<file path="src/rtl/io_column_cfg.sv">
// IO column on the fabric edge: routes pads to/from interconnect lines per tile,
// configured by a serially loaded shift register behind a start/valid/ready handshake.
module io_column_cfg #(
    parameter int TILES       = 3,
    parameter int IO_PER_TILE = 4,
    parameter int IC_PER_TILE = 6
) (
    input  logic                           clock,
    input  logic                           reset,
    input  logic                           cfg_start,
    input  logic                           cfg_valid,
    input  logic                           cfg_data,
    output logic                           cfg_ready,
    output logic                           cfg_done,
    input  logic [TILES*IO_PER_TILE-1:0]   data_from_io,
    output logic [TILES*IO_PER_TILE-1:0]   data_to_io,
    output logic [TILES*IO_PER_TILE-1:0]   io_oe,
    input  logic [TILES*IC_PER_TILE-1:0]   data_from_ic,
    output logic [TILES*IC_PER_TILE-1:0]   data_to_ic
);
    localparam int S_IC      = $clog2(IC_PER_TILE);
    localparam int S_IO      = $clog2(IO_PER_TILE);
    localparam int PAD_W     = S_IC + 2;
    localparam int LINE_W    = S_IO + 1;
    localparam int CFG_TILE  = IO_PER_TILE*PAD_W + IC_PER_TILE*LINE_W;
    localparam int CFG_TOTAL = TILES*CFG_TILE;
    localparam int CNT_W     = $clog2(CFG_TOTAL + 1);
    localparam int NIO       = TILES*IO_PER_TILE;
    localparam int NIC       = TILES*IC_PER_TILE;

    typedef enum logic [1:0] {
        IDLE   = 2'd0,
        LOAD   = 2'd1,
        ACTIVE = 2'd2
    } state_t;

    state_t               state, state_next;
    logic [CNT_W-1:0]     bit_cnt;
    logic [CFG_TOTAL-1:0] cfg_sr;
    logic                 accept;
    logic                 last_bit;
    logic                 active;

    logic [NIO-1:0]       pad_src, pad_oe, pad_reg;
    logic [NIC-1:0]       line_src, line_reg;
    logic [NIO-1:0]       q_out_p1;
    logic [NIC-1:0]       q_in_p1;

    // Out-of-range selects never match an index, so they yield 0.
    function automatic logic pick_ic(input logic [IC_PER_TILE-1:0] lines,
                                     input logic [S_IC-1:0]        sel);
        logic r;
        r = 1'b0;
        for (int i = 0; i < IC_PER_TILE; i++)
            if (sel == S_IC'(i)) r = lines[i];
        return r;
    endfunction

    function automatic logic pick_io(input logic [IO_PER_TILE-1:0] pads,
                                     input logic [S_IO-1:0]        sel);
        logic r;
        r = 1'b0;
        for (int i = 0; i < IO_PER_TILE; i++)
            if (sel == S_IO'(i)) r = pads[i];
        return r;
    endfunction

    assign cfg_ready = (state == LOAD);
    assign cfg_done  = (state == ACTIVE);
    assign active    = cfg_done;
    // A start pulse in LOAD wins over a simultaneous valid bit, which is dropped.
    assign accept    = cfg_valid & cfg_ready & ~cfg_start;
    assign last_bit  = (bit_cnt == CNT_W'(CFG_TOTAL - 1));

    always_comb begin
        state_next = state;
        case (state)
            IDLE:    if (cfg_start) state_next = LOAD;
            LOAD:    if (cfg_start) state_next = LOAD;
                     else if (accept && last_bit) state_next = ACTIVE;
            ACTIVE:  if (cfg_start) state_next = LOAD;
            default: state_next = IDLE;
        endcase
    end

    always_ff @(posedge clock) begin
        if (reset) begin
            state   <= IDLE;
            bit_cnt <= '0;
            cfg_sr  <= '0;
        end else begin
            state <= state_next;
            if (cfg_start)
                bit_cnt <= '0;
            else if (accept)
                bit_cnt <= bit_cnt + 1'b1;
            if (accept)
                cfg_sr <= {cfg_data, cfg_sr[CFG_TOTAL-1:1]};
        end
    end

    always_comb begin
        pad_src  = '0;
        pad_oe   = '0;
        pad_reg  = '0;
        line_src = '0;
        line_reg = '0;
        for (int t = 0; t < TILES; t++) begin
            for (int p = 0; p < IO_PER_TILE; p++) begin
                pad_src[t*IO_PER_TILE+p] = pick_ic(data_from_ic[t*IC_PER_TILE +: IC_PER_TILE],
                                                   cfg_sr[t*CFG_TILE + p*PAD_W +: S_IC]);
                pad_oe[t*IO_PER_TILE+p]  = cfg_sr[t*CFG_TILE + p*PAD_W + S_IC];
                pad_reg[t*IO_PER_TILE+p] = cfg_sr[t*CFG_TILE + p*PAD_W + S_IC + 1];
            end
            for (int i = 0; i < IC_PER_TILE; i++) begin
                line_src[t*IC_PER_TILE+i] = pick_io(data_from_io[t*IO_PER_TILE +: IO_PER_TILE],
                                                    cfg_sr[t*CFG_TILE + IO_PER_TILE*PAD_W + i*LINE_W +: S_IO]);
                line_reg[t*IC_PER_TILE+i] = cfg_sr[t*CFG_TILE + IO_PER_TILE*PAD_W + i*LINE_W + S_IO];
            end
        end
    end

    // ---- stage p1: optional path registers, held at 0 outside ACTIVE ----
    always_ff @(posedge clock) begin
        if (reset || !active) begin
            q_out_p1 <= '0;
            q_in_p1  <= '0;
        end else begin
            q_out_p1 <= pad_src;
            q_in_p1  <= line_src;
        end
    end

    assign data_to_io = active ? ((pad_reg & q_out_p1) | (~pad_reg & pad_src)) : '0;
    assign io_oe      = active ? pad_oe : '0;
    assign data_to_ic = active ? ((line_reg & q_in_p1) | (~line_reg & line_src)) : '0;

endmodule
</file>
<file path="config.mk">
export PLATFORM = sky130hd
export DESIGN_NAME = io_column_cfg
export DESIGN_NICKNAME = d
export VERILOG_FILES = /design/src/rtl/io_column_cfg.sv
export SDC_FILE = /design/constraint.sdc
export NUM_CORES = 1
export LEC_CHECK = 0
export ABC_AREA = 0
export CAP_MARGIN = 25
export CORE_MARGIN = 5
export CORE_UTILIZATION = 46
export CTS_BUF_LIST = sky130_fd_sc_hd__clkbuf_8
export DETAILED_ROUTE_END_ITERATION = 12
export GPL_TIMING_DRIVEN = 0
export MAX_ROUTING_LAYER = met4
export PLACE_DENSITY_LB_ADDON = 0.25
export SLEW_MARGIN = 30
export SYNTH_ARGS = -nofsm -noshare
export SYNTH_HDL_FRONTEND = slang
export SYNTH_SLANG_ARGS = --single-unit
</file>
<file path="constraint.sdc">
create_clock -name clock -period 5.3 [get_ports clock]
set_clock_uncertainty 0.15 [all_clocks]
set_input_delay 1.59 -clock clock [delete_from_list [all_inputs] [get_ports clock]]
set_output_delay 1.59 -clock clock [all_outputs]
set_load 0.01 [all_outputs]
</file>
==> reports/qor.csv, run 1 <==
metric,value,unit
Core ar.,0.01399,mm2
M1 GR Usage,26.63,%
power per cell area,267.7,mW/mm2
Critical Path AT,3.45,ns
Post-DP HPWL,10.73,mm
Final Cycle Share,97.91,%
unrepaired setup endpoints after global routing,false,
DR WL/cell,14.60,um
H-tree Lvls,4,
Post-Synthesis Net Count,802,
Mapped Avg Cell Area,8.672,um2
max-slew violation count,0,
Post CTS Setup Buffer Count,0,
#FFs+latches synth,153,
total CTS buffers,17,
Leakage,2.574,nW
ys flop type,dfxtp_1,
Die X,130.1,um
IO buf count,78,
most frequent CP cell,clkdlybuf4s50_1,
Worst IR Drop VDD,132.7,uV
crit path max fanout,6,
Worst path max stage delay,0.53,ns
Final ANT Viol Nets,0,
"EDFF count, synth",0,
Post-synth ARST share,0,%
Worst Hold Class,flip-flop to flip-flop,
YS warnings,0,
fill cell count,1309,
aggregate negative setup slack,0,ns
GRT Total Usage,20.00,%
CTS sink count,153,
Worst-Skew Late Latency,0.45,ns
status,completed,
fin crit period,5.189,ns
"wirelength, routed",15.40,mm
fraction of layout cells with a size suffix above 1,10.86,%
post-layout util,57.39,%
GRT Residual Overflow,0,
DR iter-0 viols,435,
n_diodes,0,
die height,130.1,um
max-cap violation count,0,
post-synthesis sequential area ratio,46.17,%
Setup crit end kind,output pin,
Starting Density,47.42,%
library cells used by synthesis,33,
drt drc,0,
gr busiest metal,met2,
Crit Path Class,input pin to output pin,
Final setup viols,0,
Layout Nets,899,
Max-slew headroom,49.40,%
share of total power in the clock network,40.8,%
combinational share of power,5.7,%
CTS tree,done,
pin count of the biggest net entering global routing,17,
Psw,0.0004797,W
P&R area growth vs syn,21.01,%
GP Congestion,0.7967,
# rows,43,
Flop pwr share,53.6,%
post-CTS sizing,0,
CP required,3.56,ns
crit path launch type,input pin,
mapped cell area,0.006634,mm2
CP cell instances,"clkdlybuf4s50_1, mux4_2, mux2i_1, nor2_1, clkdlybuf4s50_1",
GR Util met2,30.27,%
"Reg clk slew, reported paths",0.08,ns
fmax,192.7,MHz
global-route wire length before repair,26.20,mm
vias in the first global route,5419,
GR Layer Usage met3,4.134,%
worst-margin pin slew,0.7563,ns
Via density,5.241,
Vias,5529,
Die Footprint,0.01692,mm2
Root Driver,clkbuf_8,
Internal,0.001669,W
Hold Buf Count CTS,0,
initial antenna violation count,0,
CP max stage cell,mux4_2,
IO Pins,79,
drt pass-1 iters,4,
sw frac,22.33,%
clock tree buffer depth,2,
final hold violations,0,
Post-Syn Instances,765,
sequential cells by signal, summed over array words and instances (netlist names):
| register | cells |
|---|---|
| state | 2 |
| q_in_p1 | 18 |
| bit_cnt | 7 |
| q_out_p1 | 12 |
| cfg_sr | 114 |
power groups by stage:
stage	clock [W]	combinational, W	sequential (W)
after CTS	0.000897	0.000122	0.00115
after global routing	0.000948	0.000133	0.00115
after global placement	0	0.000122	0.00118
after floorplan	0	0.0000636	0.00118
final	0.000876	0.000122	0.00115
after detailed placement	0	0.000121	0.00118
metal layers:
layer	share of wire, %	routed length (um)	up-vias
li1	-	-	2791
met1	47	7282	2624
met2	46	7110	99
met3	5.1	782	15
met4	1.4	222	0
met5	0	0	-
path summary, 6_finish.rpt:
check | from | to | slack (ns) | depth (start not counted)
worst min-delay path | cfg_sr[56]$_SDFFE_PP0P_ | cfg_sr[55]$_SDFFE_PP0P_ | 0.32 | 2
worst max register to register | state[0]$_SDFFE_PP0P_ | q_in_p1[7]$_SDFF_PP0_ | 3.38 | 4
worst max-delay path | data_from_io[11] | data_to_ic[12] | 0.11 | 5
worst min register to register | cfg_sr[56]$_SDFFE_PP0P_ | cfg_sr[55]$_SDFFE_PP0P_ | 0.32 | 2
placed cells by master, fill, tap and decap left out, types with 3 or more instances in the layout:
cell               n
a21oi_1          129
clkdlybuf4s50_1   78
nand2_1          231
o31ai_1            4
nand3b_1          12
clkinv_2           7
mux2i_1           19
o21ai_0           13
mux4_2            30
and2_1            31
nor2_1            22
clkbuf_1          21
inv_1             20
a31oi_1           12
buf_4              3
dfxtp_1          153
mux2_2            12
bufinv_16          3
clkbuf_8          18
nand2b_1          15
buf_2             21
through the flow:
stage                     area, um2  power [W]  hold WS [ns]  std cells  setup WS [ns]
after floorplan                6634   0.001241        0.2905        765          1.312
after global placement         7640   0.001299        0.3024       1023         0.1255
after detailed placement       7640   0.001298        0.3071       1023         0.1495
after CTS                      8028   0.002169        0.3177       1055         0.1338
after global routing           8028   0.002232        0.3394       1055        0.01629
final                          8028   0.002149        0.3165       1055         0.1107
cell usage after synthesis, drive strengths merged, types with 4 or more instances:
cell    count  area [um2]
a21oi     129       645.6
a31oi      12       75.07
and2       31       193.9
buf        25       131.4
clkbuf     21       78.83
dfxtp     153        3063
inv        16       60.06
mux2       12       135.1
mux2i      19       190.2
mux4       30       675.7
nand2     231       867.1
nand2b     15       93.84
nand3b     12       90.09
nor2       22       82.58
o21ai      13       65.06
o31ai       4       30.03
kinds of logic (layout without fill, tap and decap cells):
logic type,Yosys count,after routing,synth area share [%]
XOR/XNOR,1,1,0.1320
adder cells (fa/ha/maj),2,2,0.3772
AO/OA/AOI/OAI,162,162,12.77
buffers and inverters,62,172,4.074
multiplexers,61,61,15.09
flip-flops,153,153,46.17
AND/OR/NAND/NOR,324,324,21.39
cell type report:
cell class	count	area, um2	share of cell area [%]
clock buffers	18	247.7	3.086
well taps	180	225.2	2.805
flip-flops and latches	153	3063	38.15
multi-input cells	550	3301	41.12
inverters	16	60.06	0.7481
clock inverters	14	140.1	1.746
repair buffers	78	780.7	9.726
plain buffers	46	210.2	2.618
worst max-delay path: cells and delay by family:
family        cells  cell delay, ns
simple gates      1            0.08
buf+inv           2            1.02
mux               2            0.76
(Power assumes the default switching activity.)
==> run 2, diff against run 1 <==
--- a/config.mk
+++ b/config.mk
@@ -11,6 +11,7 @@
 export CORE_UTILIZATION = 46
 export CTS_BUF_LIST = sky130_fd_sc_hd__clkbuf_8
 export DETAILED_ROUTE_END_ITERATION = 12
+export GPL_ROUTABILITY_DRIVEN = 1
 export GPL_TIMING_DRIVEN = 0
 export MAX_ROUTING_LAYER = met4
 export PLACE_DENSITY_LB_ADDON = 0.25
==> results of run 2 <==
No change in the layout: final DEF, timing and power equal those of run 1.
==> run 3, diff against run 2 <==
--- a/config.mk
+++ b/config.mk
@@ -15,7 +15,7 @@
 export GPL_TIMING_DRIVEN = 0
 export MAX_ROUTING_LAYER = met4
 export PLACE_DENSITY_LB_ADDON = 0.25
-export SLEW_MARGIN = 30
+export SKIP_CTS_REPAIR_TIMING = 1
 export SYNTH_ARGS = -nofsm -noshare
 export SYNTH_HDL_FRONTEND = slang
 export SYNTH_SLANG_ARGS = --single-unit
==> results of run 3 <==
No change in the layout: final DEF, timing and power equal those of run 1.
